===== config.mk =====
export PLATFORM = sky130hd
export DESIGN_NAME = video_capture_in_flat
export DESIGN_NICKNAME = d
export VERILOG_FILES = /design/src/rtl/video_capture_in_if.sv /design/src/rtl/video_capture_in.sv /design/src/flat_wrapper.sv
export SDC_FILE = /design/constraint.sdc
export NUM_CORES = 1
export LEC_CHECK = 0
export BUFFER_PORTS_ARGS = -buffer_cell sky130_fd_sc_hd__clkbuf_2
export CORE_MARGIN = 2
export CORE_UTILIZATION = 30
export CTS_CLUSTER_DIAMETER = 120
export CTS_CLUSTER_SIZE = 20
export DETAILED_ROUTE_END_ITERATION = 10
export GPL_TIMING_DRIVEN = 0
export PLACE_DENSITY_LB_ADDON = 0.25
export SYNTH_ARGS = -nofsm -noshare
export SYNTH_HDL_FRONTEND = slang
export SYNTH_SLANG_ARGS = --single-unit
export TNS_END_PERCENT = 5

===== constraint.sdc =====
create_clock -name clk -period 4.3 [get_ports clk]
set_clock_uncertainty 0.15 [all_clocks]
set_input_delay 0.645 -clock clk [delete_from_list [all_inputs] [get_ports clk]]
set_output_delay 0.645 -clock clk [all_outputs]
set_load 0.02 [all_outputs]

===== src/rtl/video_capture_in_if.sv =====
// Video capture bundle: raw composite-decoded inputs in, framebuffer-facing capture results out.
interface video_capture_in_if;
    logic [2:0] rgb_in;
    logic       hsync_n;
    logic       vsync_n;
    logic [2:0] rgb_111_out;
    logic       display_en;
    logic       frame_start_flag;
    logic       armed;

    modport master (
        output rgb_in,
        output hsync_n,
        output vsync_n,
        input  rgb_111_out,
        input  display_en,
        input  frame_start_flag,
        input  armed
    );

    modport slave (
        input  rgb_in,
        input  hsync_n,
        input  vsync_n,
        output rgb_111_out,
        output display_en,
        output frame_start_flag,
        output armed
    );
endinterface


===== src/rtl/video_capture_in.sv =====
// Capture stage: synchronises async RGB111 video and sync strobes, counts pixels and lines, and
// presents slot-stable display_en / rgb / frame-start signals to the framebuffer write side.
module video_capture_in #(
    parameter int unsigned H_START  = 128,
    parameter int unsigned H_ACTIVE = 640,
    parameter int unsigned V_START  = 23,
    parameter int unsigned V_ACTIVE = 288,
    parameter int unsigned PIX_W    = 11,
    parameter int unsigned LINE_W   = 10
) (
    input  logic              clk,
    input  logic              reset_n,
    input  logic [2:0]        clkPhase,
    video_capture_in_if.slave vid
);

    // Window bounds carry one extra bit so the end compare never wraps.
    localparam logic [PIX_W:0]  HFirst = (PIX_W + 1)'(H_START);
    localparam logic [PIX_W:0]  HEnd   = (PIX_W + 1)'(H_START + H_ACTIVE);
    localparam logic [LINE_W:0] VFirst = (LINE_W + 1)'(V_START);
    localparam logic [LINE_W:0] VEnd   = (LINE_W + 1)'(V_START + V_ACTIVE);

    logic [2:0]        rgb_s1_q, rgb_s2_q;
    logic              h_s1_q, h_s2_q, h_s3_q;
    logic              v_s1_q, v_s2_q, v_s3_q;
    logic              h_fall, v_fall, slot_end;
    logic [PIX_W-1:0]  pix_q, pix_d;
    logic [LINE_W-1:0] line_q, line_d;
    logic              armed_q, frame_start_q;
    logic              in_window;
    logic              display_en_q, display_en_d;
    logic [2:0]        rgb_out_q, rgb_out_d;

    always_ff @(posedge clk or negedge reset_n) begin
        if (!reset_n) begin
            rgb_s1_q <= 3'b000;
            rgb_s2_q <= 3'b000;
            h_s1_q   <= 1'b1;
            h_s2_q   <= 1'b1;
            h_s3_q   <= 1'b1;
            v_s1_q   <= 1'b1;
            v_s2_q   <= 1'b1;
            v_s3_q   <= 1'b1;
        end else begin
            rgb_s1_q <= vid.rgb_in;
            rgb_s2_q <= rgb_s1_q;
            h_s1_q   <= vid.hsync_n;
            h_s2_q   <= h_s1_q;
            h_s3_q   <= h_s2_q;
            v_s1_q   <= vid.vsync_n;
            v_s2_q   <= v_s1_q;
            v_s3_q   <= v_s2_q;
        end
    end

    assign h_fall   = h_s3_q & ~h_s2_q;
    assign v_fall   = v_s3_q & ~v_s2_q;
    assign slot_end = (clkPhase == 3'd5);

    // A vsync edge beats a coincident hsync edge so a new field always starts on line 0.
    always_comb begin
        line_d = line_q;
        if (v_fall) begin
            line_d = '0;
        end else if (h_fall && (line_q != '1)) begin
            line_d = line_q + 1'b1;
        end

        pix_d = pix_q;
        if (h_fall) begin
            pix_d = '0;
        end else if (slot_end && (pix_q != '1)) begin
            pix_d = pix_q + 1'b1;
        end
    end

    always_comb begin
        in_window = armed_q
                    && ({1'b0, line_q} >= VFirst) && ({1'b0, line_q} < VEnd)
                    && ({1'b0, pix_q} >= HFirst) && ({1'b0, pix_q} < HEnd);
    end

    // Outputs only move on the last phase of a slot, holding for the whole next slot.
    always_comb begin
        display_en_d = display_en_q;
        rgb_out_d    = rgb_out_q;
        if (slot_end) begin
            display_en_d = in_window;
            rgb_out_d    = in_window ? rgb_s2_q : 3'b000;
        end
    end

    always_ff @(posedge clk or negedge reset_n) begin
        if (!reset_n) begin
            pix_q         <= '0;
            line_q        <= '0;
            armed_q       <= 1'b0;
            frame_start_q <= 1'b0;
            display_en_q  <= 1'b0;
            rgb_out_q     <= 3'b000;
        end else begin
            pix_q         <= pix_d;
            line_q        <= line_d;
            armed_q       <= armed_q | v_fall;
            frame_start_q <= v_fall;
            display_en_q  <= display_en_d;
            rgb_out_q     <= rgb_out_d;
        end
    end

    assign vid.rgb_111_out      = rgb_out_q;
    assign vid.display_en       = display_en_q;
    assign vid.frame_start_flag = frame_start_q;
    assign vid.armed            = armed_q;

endmodule

===== src/flat_wrapper.sv =====
// flat-port wrapper written by rule: the top's interface ports become plain ports
module video_capture_in_flat 
#(
    parameter int unsigned H_START  = 128,
    parameter int unsigned H_ACTIVE = 640,
    parameter int unsigned V_START  = 23,
    parameter int unsigned V_ACTIVE = 288,
    parameter int unsigned PIX_W    = 11,
    parameter int unsigned LINE_W   = 10
)
  (clk, reset_n, clkPhase, vid_rgb_in, vid_hsync_n, vid_vsync_n, vid_rgb_111_out, vid_display_en, vid_frame_start_flag, vid_armed);
  video_capture_in_if vid_i ();
  input  logic clk;
  input  logic reset_n;
  input  logic [2:0] clkPhase;
  input wire logic [$bits(vid_i.rgb_in)-1:0] vid_rgb_in;
  input wire logic [$bits(vid_i.hsync_n)-1:0] vid_hsync_n;
  input wire logic [$bits(vid_i.vsync_n)-1:0] vid_vsync_n;
  output wire logic [$bits(vid_i.rgb_111_out)-1:0] vid_rgb_111_out;
  output wire logic [$bits(vid_i.display_en)-1:0] vid_display_en;
  output wire logic [$bits(vid_i.frame_start_flag)-1:0] vid_frame_start_flag;
  output wire logic [$bits(vid_i.armed)-1:0] vid_armed;
  assign vid_i.rgb_in = vid_rgb_in;
  assign vid_i.hsync_n = vid_hsync_n;
  assign vid_i.vsync_n = vid_vsync_n;
  assign vid_rgb_111_out = vid_i.rgb_111_out;
  assign vid_display_en = vid_i.display_en;
  assign vid_frame_start_flag = vid_i.frame_start_flag;
  assign vid_armed = vid_i.armed;
  video_capture_in #(.H_START(H_START), .H_ACTIVE(H_ACTIVE), .V_START(V_START), .V_ACTIVE(V_ACTIVE), .PIX_W(PIX_W), .LINE_W(LINE_W)) u_core (.clk(clk), .reset_n(reset_n), .clkPhase(clkPhase), .vid(vid_i));
endmodule

==> results of run 1 <==
==> kinds of logic after synthesis <==
logic type,share of synthesized area
AOI/OAI and AO/OA,0.172
xor gates and xnor gates,0.0244
adders and majority gates,0.0209
buffers and inverters,0.0279
DFF,0.548
muxes,0.0167
and+or+nand+nor,0.190
==> how the worst max path moves through the flow <==
stage,startpoint,to,slack (ns),cells after the start
final,u_core.line_q[1],u_core.vid.rgb_111_out[0],2.32,5
after global routing,u_core.line_q[0],u_core.vid.rgb_111_out[0],2.22,5
after CTS,u_core.line_q[1],u_core.vid.rgb_111_out[0],2.32,5
after detailed placement,clkPhase[1],u_core.pix_q[9],2.27,6
after global placement,clkPhase[1],u_core.pix_q[9],2.28,6
after floorplan,clkPhase[1],u_core.pix_q[9],2.43,5
==> layout by cell type, fill, tap and decap left out, types with 3 or more instances in the layout <==
master and count:
a22o_1 3, a21oi_1 7, nand2_1 7, ha_1 3, a211oi_1 3, o31ai_1 3, clkbuf_2 15, clkbuf_8 5
nor2_1 14, dfrtp_1 33, nand4_1 4, inv_1 7, nor2b_1 3, nand3_1 3, clkbuf_1 4, o21ai_0 6
nor3_1 6, mux2i_1 3, dfstp_2 6, xnor2_1 3
==> per-stage QoR <==
step	instances	hold slack (ns)	cell area, um2	worst slack (ns)
final	255	0.202	2040	2.32
after global routing	255	0.209	2040	2.22
after CTS	255	0.207	2040	2.32
after detailed placement	247	0.188	1960	2.27
after global placement	247	0.184	1960	2.28
after floorplan	157	0.181	1790	2.43
==> per-layer routing <==
metal	track usage	wire length, um	up-vias
met2	0.159	1350	33
met4	0.0339	50	0
li1	-	-	621
met5	0	0	-
met3	0.0389	162	7
met1	0.158	1650	627
==> power breakdown <==
part	internal (mW)	switching, mW	leakage, nW
Combinational	0.0170	0.0294	0.347
Clock	0.114	0.119	0.0422
Sequential	0.384	0.00908	0.501
Total	0.514	0.158	0.890
==> flip-flops by register name (all words and copies together) (netlist names) <==
| name | cells |
|---|---|
| u_core.vid.display_en | 1 |
| u_core.v_s2_q | 1 |
| u_core.line_q | 10 |
| u_core.v_s1_q | 1 |
| u_core.h_s3_q | 1 |
| u_core.rgb_s1_q | 3 |
| u_core.vid.armed | 1 |
| u_core.rgb_s2_q | 3 |
| u_core.h_s1_q | 1 |
| u_core.pix_q | 11 |
| u_core.vid.frame_start_flag | 1 |
| u_core.v_s3_q | 1 |
| u_core.vid.rgb_111_out | 3 |
| u_core.h_s2_q | 1 |
==> critical path, delay by kind of cell (launching register included) <==
| family | cells | cell delay [ns] |
|---|---|---|
| AO/OA/AOI/OAI | 3 | 0.89 |
| flip-flops | 1 | 0.41 |
| adder cells (fa/ha/maj) | 1 | 0.26 |
| AND/OR/NAND/NOR | 1 | 0.20 |
==> final cells by class <==
cell class,count,area share
clock inverter,1,0.00245
timing repair buffer,15,0.0367
inverter,7,0.0129
tap,75,0.0459
multi-input combinational,107,0.372
buffer,4,0.0116
sequential,39,0.481
clock buffer,7,0.0373
==> impl_metrics.yaml, run 1 <==
run_status:
  status: "finished, final reports clean"
worst_setup_path:
  r2r-start: "u_core.line_q[1]"
  critPathArrivalTime_ns: 2.05
  r2r_cells: 5
  required_ns: 4.37
  critPathCaptureType: "register"
  start_kind: "register"
  crit_type: "register to register"
  path_cells: "ha_1 > and2_1 > o2111a_1 > a2111oi_4 > a22o_1"
  rr_endpoint: "u_core.vid.rgb_111_out[0]"
  rrSetupSlack_ns: 2.32
  max_stage_delay_ns: 0.44
  critPathMaxFanout: 5
  crit_slowest_cell: "a2111oi_4"
yosys:
  async_flop_share: 1.00
  synth_nets: 170
  synth_area_per_cell_um2: 11.4
  syn_area_um2: 1790
  synth_flop_cell: "dfrtp_1"
  ys_ff_latch: 39
  yosys.area.top_type: "dfrtp_1"
  synthTopCellsByCount: "dfrtp_1 (33), nor2_1 (14), a21oi_1 (7), inv_1 (7), nand2_1 (7)"
  ys_types: 48
  synth.most_common_cell: "dfrtp_1"
  synth-seq-area-share: 0.548
  yosysWarnings: 0
  synth_edf_count: 0
  synth.area.top_cells: "dfrtp_1 (46%), dfstp_2 (8.8%), nor2_1 (2.9%), ha_1 (2.1%), a21oi_1 (2.0%)"
  syn_inst: 157
  yosys.area.top_type_share: 0.460
detailed_routing:
  postRouteWirelength_um: 3210
  avgRoutedWirePerCell_um: 12.6
  viasPerCell: 5.05
  routed-via-count: 1288
  drtPass1Iterations: 6
  drcViolationCount: 0
  first_iter_violations: 57
  ant_nets: 0
clocking:
  cts_root_buf: "clkbuf_8"
  cts_hold_buf: 0
  clk_latency_ns: 0.29
  clk_pin_slew_ns: 0.08
  cts.htree.levels: 2
  cts_sinks: 39
  postCtsSetupRepairBufs: 0
  ctsResizeCount: 0
  cts_made_buffers: 5
  cts_tree: "done"
  clk_path_buf_depth: 2
cells_and_area:
  syn2layout_area_growth_pct: 13.9
  multi_input_area_um2: 761
  final_nets: 192
  post-route-util: 0.349
  seq_area_um2: 983
  antenna-diode-count: 0
  fillers: 569
  drive_gt1_frac: 0.217
placed_design:
  place_congestion: 0.774
  portBuffers: 15
  place_hpwl_um: 2260
floorplan:
  die_y_um: 81.3
  core_um2: 5850
  dieArea_um2: 6620
  start_util: 0.307
  row_count: 28
  pin_count: 16
  fp.dieW_um: 81.3
global_route:
  grt_max_degree: 40
  grt_pass1_wl_um: 5620
  grt_usage: 0.111
  antenna_found_initial: 0
  overflow: 0
  grt_pass1_vias: 1171
pwr:
  ir_drop_mv: 0.208
  p_leak_nw: 0.890
  power.density_nw_per_um2: 329
  p_total_mw: 0.672
timing:
  relSlewSlack: 0.374
  hold_viol: 0
  rsz0062_at_grt: "no"
  finalSetupViolations: 0
  worst_slew_pin_slew_ns: 0.940
  fin_crit_ns: 1.98
  min_period_over_period: 0.460
  max_freq_ghz: 0.506
  slew_viol_final: 0
  fin_tns_setup_ns: 0
min_path:
  hold_depth: 0
  worstHoldPathType: "register to register"
  holdPathEnd: "u_core.rgb_s2_q[0]"
  hp-start: "u_core.rgb_s1_q[0]"
flow_run:
  drv_cap: 0
No activity file was read; power rests on OpenSTA's default activity.
==> run 2: changes to the inputs <==
--- a/config.mk
+++ b/config.mk
@@ -5,6 +5,7 @@
 export SDC_FILE = /design/constraint.sdc
 export NUM_CORES = 1
 export LEC_CHECK = 0
+export ABC_AREA = 1
 export BUFFER_PORTS_ARGS = -buffer_cell sky130_fd_sc_hd__clkbuf_2
 export CORE_MARGIN = 2
 export CORE_UTILIZATION = 30
==> constraint.sdc (replaced) <==
create_clock -name clk -period 1.62 [get_ports clk]
set_clock_uncertainty 0.15 [all_clocks]
set_input_delay 0.243 -clock clk [delete_from_list [all_inputs] [get_ports clk]]
set_output_delay 0.243 -clock clk [all_outputs]
set_load 0.02 [all_outputs]
==> run 2 against run 1 <==
Net effect:
- sequential share of layout area decreased by 6.3 points
- utilization increased by 2.6 points
- worst setup slack got worse by 2.3 ns
- routed wire length increased by 18%
==> impl_metrics.yaml, run 2 <==
run_status:
  status: "finished, final reports clean"
floorplan:
  dieArea_um2: 7080
  die_y_um: 84.2
  fp.dieW_um: 84.2
  pin_count: 16
  core_um2: 6280
  start_util: 0.307
  row_count: 29
worst_setup_path:
  critPathArrivalTime_ns: 1.58
  crit_buf_inv: 2
  start_kind: "register"
  startpoint: "u_core.line_q[0]"
  cp_top_family: "simple AND/OR/NAND/NOR gates"
  cp.depth: 10
  rr_endpoint: "u_core.line_q[7]"
  critPathMostFrequentCell: "nand2_2"
  crit_slowest_cell: "dfrtp_2"
  max_stage_delay_ns: 0.42
  crit_end: "u_core.line_q[7]"
  r2r_cells: 10
  rrSetupSlack_ns: 0.07
  r2r-start: "u_core.line_q[0]"
  critPathMaxFanout: 10
  critPathCaptureType: "register"
  crit_type: "register to register"
  required_ns: 1.65
  path_cells: "ha_2 > nand2_2 > nor2_2 > nand3_2 > nand2_2 > nand2_4 > clkinv_4 > buf_12 > nand2_1 > o21ai_2"
pwr:
  ir_drop_mv: 0.640
  power.density_nw_per_um2: 881
  p_total_mw: 2.07
  p_leak_nw: 1.11
yosys:
  synth.most_common_cell: "nand2_1"
  synth_flop_cell: "dfrtp_1"
  synth.area.top_cells: "dfrtp_1 (43%), nand2_1 (13%), dfstp_2 (8.2%), nand3_1 (7.3%), inv_1 (5.6%)"
  ys_ff_latch: 39
  synth_area_per_cell_um2: 8.17
  yosys.area.top_type_share: 0.428
  synth-seq-area-share: 0.510
  async_flop_share: 1.00
  synth_nets: 249
  yosysWarnings: 0
  syn_inst: 236
  yosys.area.top_type: "dfrtp_1"
  ys_types: 25
  synth_edf_count: 0
  syn_area_um2: 1930
  synthTopCellsByCount: "nand2_1 (69), dfrtp_1 (33), inv_1 (29), nand3_1 (28), nor2_1 (20)"
global_route:
  grt_max_degree: 40
  antenna_found_initial: 0
  overflow: 0
  grt_pass1_vias: 1596
  grt_pass1_wl_um: 7060
  grt_usage: 0.123
timing:
  rsz0062_at_grt: "yes"
  worst_slack_ns: 0.0707
  slew_viol_final: 0
  relSlewSlack: 0.434
  max_freq_ghz: 0.645
  fin_tns_setup_ns: 0
  fin_crit_ns: 1.55
  min_period_over_period: 0.956
  worst_slew_pin_slew_ns: 0.849
  finalSetupViolations: 0
  hold_viol: 0
clocking:
  clk_pin_slew_ns: 0.09
  cts.htree.levels: 2
  cts_tree: "done"
  cts_sinks: 39
  cts_made_buffers: 5
  cts_root_buf: "clkbuf_8"
  clk_latency_ns: 0.29
  clk_path_buf_depth: 2
placed_design:
  portBuffers: 15
  pre_cts_ws_ns: -0.240
  place_inst: 328
  place_hpwl_um: 2640
  place_congestion: 0.821
cells_and_area:
  post-route-util: 0.375
  instances_no_fill: 347
  final_common_cell: "nand2_1"
  drive_gt1_frac: 0.230
  final_nets: 282
  largest_register_ff_count: 11
  final_cell_mix: "nand2_1 (65), dfrtp_1 (32), nand3_1 (28), inv_1 (27), nor2_1 (18)"
  regMostFlops: "u_core.pix_q"
  multi_input_area_um2: 833
  fillers: 642
  layout_top_registers: "u_core.pix_q x11, u_core.line_q x10"
  syn2layout_area_growth_pct: 22.2
  seq_area_um2: 985
  antenna-diode-count: 0
detailed_routing:
  routed-via-count: 1566
  met3_length_um: 165
  dr_wl_met2_um: 1710
  ant_nets: 0
  drcViolationCount: 0
  drtPass1Iterations: 4
  first_iter_violations: 60
  top_layer_used: "met4"
  postRouteWirelength_um: 3790
  viasPerCell: 4.51
  avgRoutedWirePerCell_um: 10.9
  m1WireLength_um: 1870
min_path:
  worstHoldPathType: "input port to register"
flow_run:
  drv_cap: 0
run 2: cell count changes after synthesis, moves of 4 or more:
cell	before	now
inv_1	7	29
nor2_1	14	20
nand4_1	4	12
nand3_1	3	28
nand2_1	7	69
a21oi_1	7	3
run 2: worst min path at each step:
stage	to	start	slack, ns	depth (start not counted)
floorplan	u_core.line_q[0]	reset_n	-0.20	0
global placement	u_core.h_s1_q	vid_hsync_n	0.18	1
detailed placement	u_core.rgb_s2_q[1]	u_core.rgb_s1_q[1]	0.18	0
CTS	u_core.pix_q[10]	clkPhase[1]	0.13	4
global route	u_core.pix_q[10]	clkPhase[1]	0.16	4
finish	u_core.pix_q[10]	clkPhase[1]	0.14	4
run 2: power breakdown:
| group | switching (mW) | total (mW) | internal, mW |
|---|---|---|---|
| clock | 0.376 | 0.843 | 0.467 |
| combinational | 0.108 | 0.184 | 0.0761 |
| sequential | 0.0291 | 1.05 | 1.02 |
| total | 0.513 | 2.07 | 1.56 |
run 2: per-layer routing:
metal  global-route usage  up-vias
met5                    0        -
met4               0.0513        0
met3               0.0324        7
met2                0.193       29
met1                0.161      704
li1                     -      826
run 2: stage by stage:
| stage | cell area [um2] | hold WS (ns) |
|---|---|---|
| CTS | 2320 | 0.130 |
| detailed placement | 2100 | 0.185 |
| finish | 2360 | 0.142 |
| global route | 2360 | 0.164 |
| floorplan | 1930 | -0.203 |
| global placement | 2100 | 0.182 |
run 2: what timing repair did:
| action | 4_1_cts | 5_1_grt |
|---|---|---|
| gates resized for setup | 6 | 13 |
| hold buffers | 6 | 0 |
| setup endpoints to repair | 21 | 25 |
| buffers inserted | 4 | 1 |
| hold endpoints to repair | 38 | 0 |
| pin swaps | 2 | 3 |
run 2: cell families (layout without fill, tap and decap cells):
family	Yosys count	after routing	share of synthesized area
AND/OR/NAND/NOR	142	142	0.332
flip-flops	39	39	0.510
buffers and inverters	33	67	0.0759
AO/OA/AOI/OAI	16	16	0.0487
adder cells (fa/ha/maj)	3	3	0.0195
XOR/XNOR	3	3	0.0136
run 2: cell type report:
class                           instances  share of cell area
Clock inverter                          3              0.0202
Tap cell                               77              0.0409
Buffer                                  1             0.00850
Sequential cell                        39               0.418
Clock buffer                            5              0.0292
Multi-Input combinational cell        164               0.354
Inverter                               32              0.0563
Timing Repair Buffer                   26              0.0733
run 2: worst register-to-register path, stage by stage, from the launching register on:
cell and delay (ns):
dfrtp_2 0.42, ha_2 0.19, nand2_2 0.09, nor2_2 0.05, nand3_2 0.06, nand2_2 0.06
nand2_4 0.10, clkinv_4 0.06, buf_12 0.13, nand2_1 0.07, o21ai_2 0.05
